[config.mk]
export PLATFORM = sky130hd
export DESIGN_NAME = dmem_lsu
export DESIGN_NICKNAME = d
export VERILOG_FILES = /design/src/rtl/dmem_lsu.sv
export SDC_FILE = /design/constraint.sdc
export NUM_CORES = 1
export LEC_CHECK = 0
export CORE_MARGIN = 2
export CORE_UTILIZATION = 48
export CTS_CLUSTER_SIZE = 8
export DETAILED_ROUTE_END_ITERATION = 10
export DONT_BUFFER_PORTS = 1
export GPL_TIMING_DRIVEN = 0
export HOLD_SLACK_MARGIN = 0.08
export MAX_ROUTING_LAYER = met4
export SLEW_MARGIN = 10
export SYNTH_ARGS = -nofsm -noshare
export SYNTH_HDL_FRONTEND = slang
export SYNTH_SLANG_ARGS = --single-unit
export TNS_END_PERCENT = 5
[constraint.sdc]
create_clock -name clk -period 1.7 [get_ports clk]
set_input_delay 0.17 -clock clk [delete_from_list [all_inputs] [get_ports clk]]
set_output_delay 0.17 -clock clk [all_outputs]
set_load 0.01 [all_outputs]
[src/rtl/dmem_lsu.sv]
// Load/store unit driving a 16-bit word-wide data memory with 1-cycle registered reads.
// Byte stores are read-modify-write. Optional macro LSU_MISALIGN_TRAP_EN traps misaligned word accesses.
module dmem_lsu #(
    parameter int ADDR_WIDTH = 15
) (
    input  logic                  clk,
    input  logic                  rst,
    input  logic                  clk_en,
    input  logic                  req_valid,
    output logic                  req_ready,
    input  logic                  req_write,
    input  logic                  req_byte,
    input  logic                  req_signed,
    input  logic [ADDR_WIDTH:0]   req_addr,
    input  logic [15:0]           req_wdata,
    output logic                  resp_valid,
    output logic [15:0]           resp_rdata,
    output logic                  resp_err,
    output logic [ADDR_WIDTH-1:0] mem_raddr,
    output logic [ADDR_WIDTH-1:0] mem_waddr,
    output logic [15:0]           mem_wdata,
    output logic                  mem_we,
    input  logic [15:0]           mem_rdata
);

    typedef enum logic [2:0] {
        S_IDLE,
        S_RD,
        S_RDW,
        S_WRITE,
        S_TRAP
    } state_t;

    state_t r_state;
    state_t w_next;

    logic                  r_write;
    logic                  r_byte;
    logic                  r_signed;
    logic                  r_lane;
    logic [7:0]            r_wbyte;
    logic                  r_resp_valid;
    logic [15:0]           r_resp_rdata;
    logic                  r_resp_err;
    logic [ADDR_WIDTH-1:0] r_mem_raddr;
    logic [ADDR_WIDTH-1:0] r_mem_waddr;
    logic [15:0]           r_mem_wdata;
    logic                  r_mem_we;

    logic                  w_accept;
    logic                  w_misalign;
    logic [ADDR_WIDTH-1:0] w_word_addr;
    logic [7:0]            w_lane_byte;
    logic [15:0]           w_load_data;
    logic [15:0]           w_merge_data;

    assign w_word_addr = req_addr[ADDR_WIDTH:1];

`ifdef LSU_MISALIGN_TRAP_EN
    assign w_misalign = !req_byte && req_addr[0];
`else
    assign w_misalign = 1'b0;
`endif

    // State register
    always_ff @(posedge clk) begin
        // NOTE: sequential state uses non-blocking assignments so every register samples pre-edge values.
        if (rst) begin
            r_state <= S_IDLE;
        end else if (clk_en) begin
            r_state <= w_next;
        end
    end

    // Next-state logic
    always_comb begin
        // NOTE: default assignment first so no path leaves w_next unassigned (no latch).
        w_next = r_state;
        case (r_state)
            S_IDLE: begin
                if (w_accept) begin
                    if (w_misalign)                  w_next = S_TRAP;
                    else if (req_write && !req_byte) w_next = S_WRITE;
                    else                             w_next = S_RD;
                end
            end
            S_RD:    w_next = S_RDW;
            S_RDW:   w_next = r_write ? S_WRITE : S_IDLE;
            S_WRITE: w_next = S_IDLE;
            S_TRAP:  w_next = S_IDLE;
            default: w_next = S_IDLE;
        endcase
    end

    // Combinational outputs
    always_comb begin
        req_ready = (r_state == S_IDLE);
        w_accept  = req_valid && req_ready;
    end

    // Lane select, load formatting and byte-store merge on the returning memory word
    always_comb begin
        w_lane_byte = r_lane ? mem_rdata[15:8] : mem_rdata[7:0];
        if (!r_byte)       w_load_data = mem_rdata;
        else if (r_signed) w_load_data = {{8{w_lane_byte[7]}}, w_lane_byte};
        else               w_load_data = {8'h00, w_lane_byte};
        w_merge_data = r_lane ? {r_wbyte, mem_rdata[7:0]} : {mem_rdata[15:8], r_wbyte};
    end

    // Registered datapath and memory-side outputs
    always_ff @(posedge clk) begin
        // NOTE: request capture registers are reset too, keeping the block fully deterministic after rst.
        if (rst) begin
            r_write      <= 1'b0;
            r_byte       <= 1'b0;
            r_signed     <= 1'b0;
            r_lane       <= 1'b0;
            r_wbyte      <= 8'h00;
            r_resp_valid <= 1'b0;
            r_resp_rdata <= 16'h0000;
            r_resp_err   <= 1'b0;
            r_mem_raddr  <= '0;
            r_mem_waddr  <= '0;
            r_mem_wdata  <= 16'h0000;
            r_mem_we     <= 1'b0;
        end else if (clk_en) begin
            r_resp_valid <= 1'b0;
            r_resp_err   <= 1'b0;
            r_mem_we     <= 1'b0;
            case (r_state)
                S_IDLE: begin
                    if (w_accept) begin
                        r_write     <= req_write;
                        r_byte      <= req_byte;
                        r_signed    <= req_signed;
                        r_lane      <= req_addr[0];
                        r_wbyte     <= req_wdata[7:0];
                        r_mem_raddr <= w_word_addr;
                        r_mem_waddr <= w_word_addr;
                        if (req_write && !req_byte && !w_misalign) begin
                            r_mem_wdata <= req_wdata;
                            r_mem_we    <= 1'b1;
                        end
                    end
                end
                S_RDW: begin
                    if (r_write) begin
                        r_mem_wdata <= w_merge_data;
                        r_mem_we    <= 1'b1;
                    end else begin
                        r_resp_rdata <= w_load_data;
                        r_resp_valid <= 1'b1;
                    end
                end
                S_WRITE: begin
                    r_resp_rdata <= 16'h0000;
                    r_resp_valid <= 1'b1;
                end
                S_TRAP: begin
                    r_resp_rdata <= 16'h0000;
                    r_resp_valid <= 1'b1;
                    r_resp_err   <= 1'b1;
                end
                default: ;
            endcase
        end
    end

    assign resp_valid = r_resp_valid;
    assign resp_rdata = r_resp_rdata;
    assign resp_err   = r_resp_err;
    assign mem_raddr  = r_mem_raddr;
    assign mem_waddr  = r_mem_waddr;
    assign mem_wdata  = r_mem_wdata;
    assign mem_we     = r_mem_we;

endmodule

==> results of run 1 <==
==> routing by layer <==
| metal | wire length, um | up-vias | part of all wire, % | global-route usage (%) |
|---|---|---|---|---|
| li1 | - | 1220 | - | - |
| met5 | 0 | - | 0 | - |
| met1 | 3377 | 1125 | 44 | 32.39 |
| met2 | 3479 | 94 | 45 | 36.42 |
| met3 | 734 | 10 | 9.5 | 9.101 |
| met4 | 104 | 0 | 1.4 | 10.85 |
==> power breakdown <==
part           switching, mW  internal, mW
clock network          0.567         0.688
logic                  0.243         0.216
registers             0.0751          1.55
total                  0.885          2.45
==> cell usage in the layout, fill, tap and decap left out, types with 2 or more instances in the layout <==
cell and instances:
a211o_1 17, clkbuf_2 2, buf_6 2, a21oi_1 46, nand2b_1 3, o2bb2ai_1 8
a2bb2oi_1 8, nand3_2 2, dfxtp_1 62, buf_2 6, dlygate4sd3_1 36, clkbuf_8 13
nand2_1 74, clkbuf_4 3, mux2i_1 24, nor2b_1 4, nor2_1 33, clkbuf_1 9
buf_4 18
==> worst paths after layout <==
check	startpoint	to	slack [ps]	cells past startpoint
setup / recovery	r_state[1]	mem_wdata[7]	130	6
hold reg to reg	r_write	r_write	460	2
hold / removal	req_wdata[9]	mem_wdata[9]	110	3
setup reg to reg	r_state[1]	mem_wdata[7]	130	6
==> area by class of cell <==
type	instances	area [um^2]	area share (%)
multi-input combinational	230	1324	37.93
sequential	63	1262	36.18
timing repair buffer	36	360.3	10.33
buffer	40	254.0	7.279
clock buffer	14	182.7	5.235
tap	72	90.09	2.582
clock inverter	2	12.51	0.3586
inverter	1	3.754	0.1076
==> state kept, by name (all words and copies together) (netlist names), 2 cells and up <==
signal	count
mem_wdata	16
resp_rdata	16
mem_waddr	15
r_wbyte	8
r_state	2
==> cells by family (layout without fill, tap and decap cells) <==
family / after synthesis / after routing
other: 1 / 1
DFF: 63 / 63
buffers and inverters: 41 / 93
AOI/OAI and AO/OA: 84 / 84
muxes: 25 / 25
and+or+nand+nor: 120 / 120
==> worst max-delay path, delay by kind of cell (launching register included) <==
family / cells / cell delay (ps)
flip-flops: 1 / 310
AND/OR/NAND/NOR: 1 / 80
buffers and inverters: 2 / 340
AO/OA/AOI/OAI: 3 / 770
==> timing repair <==
action / in CTS / in global routing
gates cloned: 0 / 0
hold endpoints to repair: 36 / 0
setup endpoints to repair: 11 / 42
resized for setup: 2 / 9
hold buffers: 36 / 0
==> flow_metrics.tcl, run 1 <==
set metrics [dict create \
    wirelength_mm 7.696 \
    path_clk_slew_ps 70 \
    netlist_instances 334 \
    core_um2 5574 \
    outcome "finished clean" \
    die_x_um 80.55 \
    synth_warnings 0 \
    min-delay-path-class "in -> reg" \
    worstPathArrival_ps 1830 \
    synth-simple-area-share_pct 17.35 \
    die_h_um 80.55 \
    finalInstanceArea_um2 3490 \
    synth_most_common_cell "nand2_1" \
    post_cts_buffers 0 \
    cts_max_path_buffers 2 \
    antenna_cells 0 \
    syn-num-nets 389 \
    finalCritPeriodShare_pct 92.28 \
    cp_slowest_cell "a221o_2" \
    clock-sinks 63 \
    powerDensity_nw_per_um2 956.0 \
    synth_compound_area_share_pct 19.93 \
    total_power_mw 3.336 \
    fmax_mhz 637.4 \
    gp_congestion 0.8098 \
    clk_root_buffer_cell "clkbuf_8" \
    wire_per_inst_um 16.80 \
    seq_area_frac_synth_pct 44.84 \
    dieArea_um2 6488 \
    finalHoldViolCount 0 \
    grt_pass1_vias 2384 \
    final_core_util_pct 62.60 \
    synth_top_family_by_area "compound AO/OA/AOI/OAI gates" \
    placedCellCount 406 \
    end_kind "register" \
    synth-seq-cells 63 \
    antenna_found_initial 0 \
    fin_nets 436 \
    synthAdderAreaFrac_pct 0 \
    vdd_drop_max_uv 478.8 \
    drive_gt1_share_pct 13.73 \
    drc_errors 0 \
    synthesis.area_um2 2813 \
    rows 27 \
    dpl_worst_slack_ps -64.35 \
    area_growth_pct 24.07 \
    htreeDepth 3 \
    grt_pass1_wl_mm 11.96 \
    ios 121 \
    initial_core_util_pct 50.46 \
    synth_top_area_share_pct 44.84 \
    synth_commonest_cells "nand2_1 (74), dfxtp_1 (63), a21oi_1 (46)" \
    fin_cells 458 \
    critPathMaxFanout 10 \
    critical_path_required_ps 1960 \
    ant_nets 0 \
    rsz0062_at_grt "true" \
    setup_viol 0 \
    synth-xor-area-share_pct 0 \
    io_buffer_count 0 \
    vias 2449 \
    hold_ws_ps 112.8 \
    layout_min_cycle_time_ps 1569 \
    synth_mux_area_share_pct 8.941 \
    dpl.hpwl_mm 5.352 \
    drv_cap 0 \
    cts_tree "built" \
    final.setup_skew_ps 5.239 \
    fill_cells 508 \
    drt-initial-drc-count 140 \
    synth_edf_count 0 \
    critPathKind "reg -> reg" \
    synth_cell_types 29 \
    drt_first_pass_iters 4 \
    synthTopCellsByArea "dfxtp_1 (45%), nand2_1 (9.9%), mux2i_1 (8.5%)" \
    critPathMaxStageDelay_ps 410 \
    grt_max_degree 11 \
    avgSynthCellArea_um2 8.421 \
    cellLeakagePower_nw 1.360 \
    grt-ovfl-total 0 \
    slew-limit-headroom_pct 60.80 \
    yosysTopAreaCell "dfxtp_1" \
    setup_tns_ps 0 \
    synthArstFlopShare_pct 0 \
    setup_ws_ps 131.2 \
    worst_pin_slew_ps 588.0 \
    ys.flop_type "dfxtp_1" \
    worstPathCellList "buf_4 > nor2_4 > a221o_2 > buf_6 > a211o_1 > a21oi_1" \
    grt_use_total_pct 25.47 \
    placed_area_um2 2903 \
    insertion_delay_ps 330 \
    vias_per_cell 5.347 \
    final_max_slew_viol_count 0 \
    critPathLaunchType "register" \
    cts_inserted_buffers 9 \
]
No activity file was read; power rests on OpenSTA's default activity.
==> run 2, diff against run 1 <==
PLACE_DENSITY = 0.65   (was not set)
clock period = 1.43 ns   (was 1.7 ns; I/O delays follow)
==> run 2 against run 1 <==
Net effect: the run now ends with setup timing left; clock power rose by 41%; first-iteration DRC count shrank 29%; sequential share of layout area down 1.8 points; via count is 3.6% higher; sequential power rose by 19%; total power increased by 29%; critical path type unchanged.
==> flow_metrics.tcl, run 2 (synthesis gave the netlist of run 1 again) <==
set metrics [dict create \
    r2r_cells 5 \
    layout_min_cycle_time_ps 1559 \
    rows 27 \
    path_depth 5 \
    dr_wl_met3_um 654 \
    drv_cap 0 \
    antenna_cells 0 \
    grt_pass1_vias 2455 \
    vdd_drop_max_uv 599.5 \
    grt_pass1_wl_mm 12.12 \
    initial_core_util_pct 50.46 \
    gp_congestion 0.8246 \
    cts_inserted_buffers 9 \
    drc_errors 0 \
    io_buffer_count 0 \
    wirelength_mm 7.961 \
    wire_per_inst_um 17.01 \
    finalHoldViolCount 0 \
    ant_nets 0 \
    dieArea_um2 6488 \
    dpl.hpwl_mm 5.310 \
    cellLeakagePower_nw 1.449 \
    worstReg2RegStart "r_state[0]" \
    die_h_um 80.55 \
    setup_ws_ps -129.1 \
    rsz0062_at_grt "true" \
    antenna_found_initial 0 \
    routed.top_layer "met4" \
    cts_tree "built" \
    critPathTopFamily "compound AO/OA/AOI/OAI gates" \
    end_kind "register" \
    final_max_slew_viol_count 0 \
    clk_root_buffer_cell "clkbuf_8" \
    final_common_cell "nand2_1" \
    cts_max_path_buffers 2 \
    die_x_um 80.55 \
    critPathMaxStageDelay_ps 430 \
    area_growth_pct 30.52 \
    powerDensity_nw_per_um2 1168 \
    cp_num_buf_inv 1 \
    critical_path_required_ps 1700 \
    final_core_util_pct 65.86 \
    fmax_mhz 641.4 \
    finalCritPeriodShare_pct 109.0 \
    cp_slowest_cell "dfxtp_2" \
    fin_nets 446 \
    m1WireLength_mm 3.393 \
    reg2reg_slack_ps -130 \
    clock-sinks 63 \
    grt-ovfl-total 0 \
    cp-startpoint "r_state[0]" \
    htreeDepth 3 \
    critPathKind "reg -> reg" \
    core_um2 5574 \
    total_power_mw 4.287 \
    drt_first_pass_iters 4 \
    outcome "complete, but fails checks" \
    slew-limit-headroom_pct 58.13 \
    cp-endpoint "mem_wdata[2]" \
    critPathMaxFanout 7 \
    ios 121 \
    drive_gt1_share_pct 15.66 \
    vias 2538 \
    worstPathArrival_ps 1830 \
    min-delay-path-class "in -> reg" \
    final.setup_skew_ps 5.345 \
    setup_viol 22 \
    placedCellCount 406 \
    grt_use_total_pct 25.67 \
    fin_cells 468 \
    violations "setup timing" \
    fill_cells 473 \
    rr_endpoint "mem_wdata[2]" \
    critPathLaunchType "register" \
    vias_per_cell 5.423 \
    grt_max_degree 11 \
    path_clk_slew_ps 70 \
    worstPathCellList "nor2_4 > a221o_2 > buf_6 > a211o_1 > a21oi_2" \
    insertion_delay_ps 330 \
    dr_wl_met2_mm 3.826 \
    final_cell_mix "nand2_1 (73), dfxtp_1 (61), a21oi_1 (44), dlygate4sd3_1 (42), nor2_1 (33)" \
    worst_pin_slew_ps 628.0 \
    drt-initial-drc-count 99 \
]
[run 2: cell types whose count changed in the layout (fill, tap and decap cells not counted), sizes merged]
| cell | previous run | this run |
|---|---|---|
| buf | 27 | 35 |
| bufinv | 0 | 2 |
| clkbuf | 27 | 22 |
| dlygate4sd3 | 36 | 42 |
| clkinvlp | 1 | 0 |
[run 2: metrics by stage]
| stage | setup WS (ps) | area (um^2) | hold slack (ps) | setup TNS [ps] |
|---|---|---|---|---|
| after CTS | -125.5 | 3620 | 80.55 | -1731 |
| after global placement | -317.3 | 2903 | 280.8 | -9210 |
| after detailed placement | -323.6 | 2903 | 285.7 | -10000 |
| after floorplan | 15.84 | 2813 | 279.0 | 0 |
| after global routing | -170.6 | 3671 | 84.04 | -3595 |
| final | -129.1 | 3671 | 93.61 | -1718 |
[run 2: cell type report]
type,count,area [um^2],area share [%]
Multi-Input combinational cell,230,1348,36.71
Sequential cell,63,1264,34.42
Timing Repair Buffer,46,450.4,12.27
Buffer,40,291.5,7.941
Clock buffer,13,158.9,4.329
Tap cell,72,90.09,2.454
Clock inverter,3,65.06,1.772
Inverter,1,3.754,0.1022
[run 2: how the worst min path moves through the flow]
stage	startpoint	endpoint	slack [ps]	depth (start not counted)
6_report	mem_rdata[10]	resp_rdata[2]	90	3
5_1_grt	req_wdata[11]	mem_wdata[11]	80	3
4_1_cts	req_wdata[1]	mem_wdata[1]	80	3
3_5_place_dp	req_wdata[1]	r_wbyte[1]	290	2
3_3_place_gp	req_addr[5]	mem_waddr[4]	280	2
2_1_floorplan	req_signed	r_signed	280	2
[run 2: worst reg2reg max path: cells and delay by family, from the launching register on]
family / cells / cell delay [ps]
buffers and inverters: 1 / 160
AO/OA/AOI/OAI: 3 / 820
flip-flops: 1 / 430
AND/OR/NAND/NOR: 1 / 80
[run 2: repair_timing]
| action | CTS | global route |
|---|---|---|
| gates resized for setup | 20 | 11 |
| pin swaps | 1 | 1 |
| endpoints found under the setup margin | 53 | 45 |
| endpoints found under the hold margin | 42 | 1 |
| buffers inserted | 2 | 1 |
| hold buffers | 41 | 1 |
| cloned | 1 | 0 |
[run 2: routing by layer]
metal  vias to the layer above  GRT usage, %
met2                        85         38.83
met3                        11         8.427
met1                      1207         31.69
met5                         -             -
li1                       1235             -
met4                         0         10.17
[run 2: report_power, final]
part,internal [mW],leakage (nW),switching [mW],total [mW]
registers,1.84,0.513,0.0920,1.93
clock network,1.08,0.114,0.680,1.76
logic,0.295,0.822,0.303,0.598
total,3.21,1.45,1.07,4.29
